==> config.mk <==
export PLATFORM = sky130hd
export DESIGN_NAME = btn_debounce_array
export DESIGN_NICKNAME = d
export VERILOG_FILES = /design/src/rtl/btn_debounce_array.sv
export SDC_FILE = /design/constraint.sdc
export NUM_CORES = 1
export LEC_CHECK = 0
export ABC_AREA = 0
export CAP_MARGIN = 20
export CORE_ASPECT_RATIO = 0.5
export CORE_UTILIZATION = 30
export DETAILED_ROUTE_END_ITERATION = 16
export GPL_TIMING_DRIVEN = 0
export SKIP_CTS_REPAIR_TIMING = 1
export SYNTH_ARGS = -nofsm -noshare
export SYNTH_HDL_FRONTEND = slang
export SYNTH_SLANG_ARGS = --single-unit
==> constraint.sdc <==
create_clock -name i_clk -period 2.3 [get_ports i_clk]
set_input_delay 0.23 -clock i_clk [delete_from_list [all_inputs] [get_ports i_clk]]
set_output_delay 0.23 -clock i_clk [all_outputs]
set_load 0.02 [all_outputs]
==> src/rtl/btn_debounce_array.sv <==
// btn_debounce_array: N-channel button synchroniser and debouncer with level, press/release and long-press outputs.
// Optional feature macro BTN_REPEAT_EN adds auto-repeat pulses after the long-press pulse.
module btn_debounce_array #(
  parameter int N_CH         = 4,
  parameter int TICK_DIV     = 100000,
  parameter int STABLE_CNT   = 4,
  parameter int HOLD_TICKS   = 500,
  parameter int REPEAT_TICKS = 100,
  parameter bit ACTIVE_LOW   = 1'b0
) (
  input  logic            i_clk,
  input  logic            i_reset_n,
  input  logic [N_CH-1:0] i_btn,
  output logic [N_CH-1:0] o_btn_level,
  output logic [N_CH-1:0] o_btn_posedge,
  output logic [N_CH-1:0] o_btn_negedge,
  output logic [N_CH-1:0] o_btn_hold,
  output logic [N_CH-1:0] o_btn_repeat,
  output logic            o_tick
);

  localparam int PW = $clog2(TICK_DIV);
  localparam int SW = $clog2(STABLE_CNT + 1);
  localparam int HW = $clog2(HOLD_TICKS + 1);

  localparam logic [PW-1:0] PRESC_LAST  = PW'(TICK_DIV - 1);
  localparam logic [PW-1:0] PRESC_PRE   = PW'(TICK_DIV - 2);
  localparam logic [SW-1:0] STABLE_LAST = SW'(STABLE_CNT - 1);
  localparam logic [HW-1:0] HOLD_MAX    = HW'(HOLD_TICKS);
  localparam logic [HW-1:0] HOLD_LAST   = HW'(HOLD_TICKS - 1);

`ifdef BTN_REPEAT_EN
  localparam int RW = $clog2(REPEAT_TICKS + 1);
  localparam logic [RW-1:0] REP_LAST = RW'(REPEAT_TICKS - 1);
`endif

  logic [PW-1:0] presc_reg;
  logic          tick_reg;

  // tick_reg is registered so it is high exactly while presc_reg == TICK_DIV-1
  always_ff @(posedge i_clk) begin
    if (!i_reset_n) begin
      presc_reg <= '0;
      tick_reg  <= 1'b0;
    end else begin
      if (presc_reg == PRESC_LAST) begin
        presc_reg <= '0;
      end else begin
        presc_reg <= presc_reg + PW'(1);
      end
      tick_reg <= (presc_reg == PRESC_PRE);
    end
  end

  assign o_tick = tick_reg;

  genvar gi;
  generate
    for (gi = 0; gi < N_CH; gi++) begin : g_ch
      logic          btn_pin;
      logic          sync1_reg;
      logic          sync2_reg;
      logic [SW-1:0] stab_reg;
      logic          level_reg;
      logic          posedge_reg;
      logic          negedge_reg;
      logic [HW-1:0] hold_reg;
      logic          hold_pulse_reg;
      logic          differ;
      logic          accept;
      logic          level_next;
      logic          stay_pressed;
      logic          hold_fire;

      // Polarity is fixed before the first flop so the reset value 0 always means "not pressed"
      assign btn_pin      = i_btn[gi] ^ ACTIVE_LOW;
      assign differ       = sync2_reg ^ level_reg;
      assign accept       = tick_reg & differ & (stab_reg == STABLE_LAST);
      assign level_next   = level_reg ^ accept;
      assign stay_pressed = level_reg & level_next;
      assign hold_fire    = tick_reg & stay_pressed & (hold_reg == HOLD_LAST);

      always_ff @(posedge i_clk) begin
        if (!i_reset_n) begin
          sync1_reg      <= 1'b0;
          sync2_reg      <= 1'b0;
          stab_reg       <= '0;
          level_reg      <= 1'b0;
          posedge_reg    <= 1'b0;
          negedge_reg    <= 1'b0;
          hold_reg       <= '0;
          hold_pulse_reg <= 1'b0;
        end else begin
          sync1_reg <= btn_pin;
          sync2_reg <= sync1_reg;
          if (tick_reg) begin
            stab_reg <= (differ && !accept) ? stab_reg + SW'(1) : '0;
          end
          level_reg      <= level_next;
          posedge_reg    <= accept & ~level_reg;
          negedge_reg    <= accept & level_reg;
          hold_pulse_reg <= hold_fire;
          // The press-accept and release-accept ticks both leave the hold count at zero
          if (!stay_pressed) begin
            hold_reg <= '0;
          end else if (tick_reg && (hold_reg != HOLD_MAX)) begin
            hold_reg <= hold_reg + HW'(1);
          end
        end
      end

      assign o_btn_level[gi]   = level_reg;
      assign o_btn_posedge[gi] = posedge_reg;
      assign o_btn_negedge[gi] = negedge_reg;
      assign o_btn_hold[gi]    = hold_pulse_reg;

`ifdef BTN_REPEAT_EN
      logic [RW-1:0] rep_reg;
      logic          rep_pulse_reg;

      // Repeat counting starts only once the hold count has saturated
      always_ff @(posedge i_clk) begin
        if (!i_reset_n) begin
          rep_reg       <= '0;
          rep_pulse_reg <= 1'b0;
        end else begin
          rep_pulse_reg <= 1'b0;
          if (!stay_pressed || hold_fire) begin
            rep_reg <= '0;
          end else if (tick_reg && (hold_reg == HOLD_MAX)) begin
            if (rep_reg == REP_LAST) begin
              rep_reg       <= '0;
              rep_pulse_reg <= 1'b1;
            end else begin
              rep_reg <= rep_reg + RW'(1);
            end
          end
        end
      end

      assign o_btn_repeat[gi] = rep_pulse_reg;
`else
      assign o_btn_repeat[gi] = 1'b0;
`endif
    end
  endgenerate

endmodule
# After elaboration in Yosys (flattened, before gate mapping)
# Cells that the tools add are included.
dict set report word_totals {
  reg_bits 90
  input_bits 6
  out_inout_bits 21
}
dict set report classes {
  addsub 9
  eq_ne 14
  n_mux 4
  bitwise 41
  reduce_logical 17
}
# op n
set op_table {}
lappend op_table {{$add 9x1->9 const B} 4}
lappend op_table {{$eq 9x9->1 const B} 4}
lappend op_table {{$ne 9x9->1 const B} 4}
lappend op_table {{$eq 17x17->1 const B} 2}
lappend op_table {{$and 1x1->1} 28}
lappend op_table {{$add 17x1->17 const B} 1}
lappend op_table {{$add 3x1->3 const B} 4}
lappend op_table {{$eq 3x2->1 const B} 4}
lappend op_table {{$mux 3} 4}
lappend op_table {{$logic_and 1x1->1} 8}
lappend op_table {{$reduce_and 2->1} 4}
lappend op_table {{$xor 1x1->1} 8}
lappend op_table {{$not 1->1} 5}
lappend op_table {{$logic_not 1->1} 4}
lappend op_table {{$reduce_or 2->1} 1}

# Logic depth before layout (Yosys ltp)
dict set report logic_depth {
  word_depth 7
  depth_mapped 7
  mapped_depth_nobuf 6
}

# Worst setup path before layout
# OpenSTA, ideal clock, no wires.
dict set report synth_timing {
  path_kind {reg2reg}
  startpoint {register tick_reg (netlist: o_tick)}
  endpoint {register g_ch[2].hold_pulse_reg}
  setup_time_ps 129
  t_arrival_ps 1789
  required_time_ps 2171
  path_slack_ps 381
  stages_incl_launch_ff 8
  path_buffers 3
  path_cell_list {dfxtp_1 > clkbuf_1 > clkbuf_1 > clkbuf_1 > nand3_1 > ha_1 > nand2_1 > nor4_1}
}
dict set report synth_between {
  elab_chain_cells 6
}
# item line
set synth_lines {}
lappend synth_lines {{start: declaration} 38} ;# logic tick_reg;
lappend synth_lines {{start signal: assignment} 51} ;# tick_reg <= (presc_reg == PRESC_PRE);
lappend synth_lines {{$and 1x1->1 (2 in series)} 78} ;# assign accept = tick_reg & differ & (stab_reg == STABLE_LAST);
lappend synth_lines {{$xor 1x1->1} 79} ;# assign level_next = level_reg ^ accept;
lappend synth_lines {{$and 1x1->1} 80} ;# assign stay_pressed = level_reg & level_next;
lappend synth_lines {{$and 1x1->1 (*) (2 in series)} 81} ;# assign hold_fire = tick_reg & stay_pressed & (hold_reg == HOLD_LAST);
lappend synth_lines {{end signal: assignment} 102} ;# hold_pulse_reg <= hold_fire;
lappend synth_lines {{end: declaration} 68} ;# logic hold_pulse_reg;
# Every way passes the cells marked *; elsewhere a longest branch is shown, timed or not.
# A chain may end at the register's enable or synchronous reset.

# Worst setup path in the final report
dict set report layout_timing {
  startpoint {register tick_reg (netlist: o_tick)}
  endpoint {register g_ch[3].hold_pulse_reg}
}
dict set report layout_between {
  elab_chain_cells 6
}
# item line
set layout_lines {}
lappend layout_lines {{$and 1x1->1 (2 in series)} 78}
lappend layout_lines {{$xor 1x1->1} 79}
lappend layout_lines {{$and 1x1->1} 80}
lappend layout_lines {{$and 1x1->1 (*) (2 in series)} 81}
lappend layout_lines {{end signal: assignment} 102}
lappend layout_lines {{end: declaration} 68}
# Marks and branches as above.

==> flow_summary_export.csv <==
group,metric,value,unit
power_and_ir_drop,combPwrFrac,0.018,
power_and_ir_drop,peakVddDrop,0.2771,mV
cells_and_area,n_antenna_cell,0,
die,core_area,13060,µm²
power_and_ir_drop,power.density_cell_area,634.6,nW/µm²
hold_path,min_from,"g_ch[0].sync1_reg",
critical_path,critical_path.endpoint,"g_ch[3].hold_pulse_reg",
timing,worst_slew_pin_slew,0.5625,ns
routing,wl,7.216,mm
yosys,synth-main-ff-cell,"dfxtp_1",
placement,post-dp-hpwl,5.033,mm
timing,final-hold-violation-count,0,
critical_path,rrSetupSlack,0.23,ns
flow_run,maxCapViolCount,0,
yosys,syn_inst,456,
clock_tree,cts.path.max_buffers,2,
die,die-area,14290,µm²
placement,dp_slack,-0.3052,ns
die,die_width,168.1,µm
yosys,avgSynthCellArea,9.071,µm²
clock_tree,htree_levels,3,
cells_and_area,layout.nets,527,
power_and_ir_drop,clockPowerShare,0.474,
global_routing,grt_overflow,0,
power_and_ir_drop,swShare,0.2053,
cells_and_area,fin_util,0.3739,
timing,rsz0062_at_grt,"no",
routing,drtIter0Drc,87,
yosys,async_flop_share,0,
cells_and_area,area_delta_synth_final,18.09,%
die,start_util,0.3167,
routing,viasPerCell,4.581,
global_routing,grt_pass1_wl,12.88,mm
timing,layout_setup_ws,0.2346,ns
run_status,status,"complete, no violations",
critical_path,critPathMaxFanout,10,
timing,fin_skew,0.007290,ns
timing,slew_viol_final,0,
clock_tree,clock-sinks,90,
timing,slew_headroom,0.6250,
yosys,ys_seq_area_frac,0.4356,
timing,period_needed,2.065,ns
critical_path,crit_path_end_kind,"flop",
power_and_ir_drop,power.leakage,1.820,nW
placement,gp_congestion,0.7822,
critical_path,r2r_end,"g_ch[3].hold_pulse_reg",
power_and_ir_drop,internal_power,2.464,mW
routing,post_drt_wl_per_cell,10.83,µm
clock_tree,cts_tree,"yes",
die,fp-row-count,29,
die,fp.dieH,85.03,µm
critical_path,crit_type,"flop to flop",
critical_path,crit_required,2.51,ns
cells_and_area,largest_reg_flops,36,
placement,io_buffers,22,
yosys,yosys.cell_types.count,36,
cells_and_area,n_fill_cell,1322,
critical_path,cp-start-kind,"flop",
power_and_ir_drop,seqPwrFrac,0.508,
critical_path,ff2ff_path_depth,6,
critical_path,startpoint,"o_tick",
critical_path,cp.arrival,2.27,ns
routing,vias,3051,
global_routing,grt_pass1_vias,2889,
routing,route.detailed.drc,0,
yosys,netlist_area,4136,µm²
global_routing,antenna_found_initial,0,
yosys,ys_ff_latch,90,
timing,setup_violations,0,
global_routing,track_usage,0.1114,
die,pin_count,27,
routing,first_pass_iters,4,
power_and_ir_drop,p_sw,636.3,µW
timing,post-route-period-util,0.8980,
yosys,synth_edf_count,0,
clock_tree,clock_latency,0.34,ns
hold_path,hold_class,"flop to flop",
global_routing,grt_max_degree,16,
routing,drtAntennaViolNets,0,
clock_tree,cts_made_buffers,9,
critical_path,rr_startpoint,"o_tick",
clock_tree,clk_pin_slew_worst_paths,0.06,ns
cells_and_area,layout-drive-gt1-share,0.08871,
yosys,yosysWarnings,0,
clock_tree,cts-root-buf,"clkbuf_16",
power_and_ir_drop,finalPower,3.100,mW
timing,fmax,484.2,MHz
[stage by stage]
stage / setup TNS [ns] / std cells / hold slack, ns / instance area [µm²]
CTS: -10.47 / 667 / 0.4396 / 4886
floorplan: 0 / 459 / 0.3573 / 4148
finish: 0 / 666 / 0.4371 / 4885
detailed placement: -9.689 / 651 / 0.4232 / 4581
global route: 0 / 666 / 0.4636 / 4885
global placement: -8.879 / 651 / 0.4173 / 4581
[cells in the final DEF, fill, tap and decap left out, types with 12 or more instances in the layout]
cell             count
xor2_1              23
and2_1              30
clkdlybuf4s50_1     22
o21ai_0             12
nor2_1              43
dfxtp_1             90
a21oi_1             19
nand2_1             22
or3_1               16
ha_1                30
nand3_1             20
inv_1               29
buf_4               20
nand4_1             18
[Yosys cell counts (12+ instances only)]
cell | number | area [µm²]
nand4_1 | 18 | 112.6
a21oi_1 | 19 | 95.09
xor2_1 | 23 | 201.4
buf_4 | 20 | 150.1
nor2_1 | 43 | 161.4
dfxtp_1 | 90 | 1802
or3_1 | 16 | 100.1
inv_1 | 29 | 108.9
nand3_1 | 20 | 100.1
nand2_1 | 22 | 82.58
ha_1 | 30 | 375.4
and2_1 | 30 | 187.7
o21ai_0 | 12 | 60.06
[area by class of cell]
class | instances | area, µm² | area share
Tap cell | 170 | 212.7 | 0.04355
Timing Repair Buffer | 22 | 220.2 | 0.04508
Sequential cell | 90 | 1802 | 0.3689
Inverter | 29 | 108.9 | 0.02228
Clock buffer | 10 | 239.0 | 0.04892
Clock inverter | 6 | 66.31 | 0.01358
Buffer | 30 | 190.2 | 0.03893
Multi-Input combinational cell | 309 | 2046 | 0.4188
[per-layer routing]
metal,vias up,track usage,routed length (µm)
met4,0,0.04380,102
met2,31,0.1890,3322
met5,-,0,0
met3,8,0.03125,251
met1,1410,0.1350,3540
li1,1602,-,-
[cells by family (layout without fill, tap and decap cells)]
| group | Yosys count | after routing | share of synthesized area |
|---|---|---|---|
| compound gates | 44 | 44 | 0.05717 |
| xor+xnor | 32 | 32 | 0.06776 |
| fa+ha+maj | 30 | 30 | 0.09074 |
| buf+inv | 60 | 97 | 0.07259 |
| flops | 90 | 90 | 0.4356 |
| mux | 8 | 8 | 0.01936 |
| other cells | 1 | 4 | 0.0009066 |
| simple gates | 191 | 191 | 0.2559 |
[power by group through the flow]
| stage | combinational [mW] | sequential [mW] | clock (mW) |
|---|---|---|---|
| floorplan | 0.0366 | 1.61 | 0 |
| global placement | 0.0556 | 1.61 | 0 |
| detailed placement | 0.0560 | 1.61 | 0 |
| CTS | 0.0564 | 1.58 | 1.52 |
| global route | 0.0622 | 1.58 | 1.58 |
| finish | 0.0550 | 1.58 | 1.47 |
[worst max-delay path: stages, from the launching register on]
cell and delay [ns]:
dfxtp_1 0.57, clkbuf_2 0.31, clkbuf_2 0.29, nand3_1 0.14, ha_1 0.22, nand2_1 0.27, nor4_1 0.12
[worst min-delay path by stage]
stage                        end  slack [ns]  cells past startpoint
2_1_floorplan  g_ch[0].sync1_reg        0.36                      1
3_3_place_gp   g_ch[0].sync2_reg        0.42                      1
3_5_place_dp   g_ch[0].sync2_reg        0.42                      1
4_1_cts        g_ch[0].sync2_reg        0.44                      1
5_1_grt        g_ch[1].sync2_reg        0.46                      1
6_report       g_ch[0].sync2_reg        0.44                      1
Note: power is estimated with default switching activity, not from simulation.
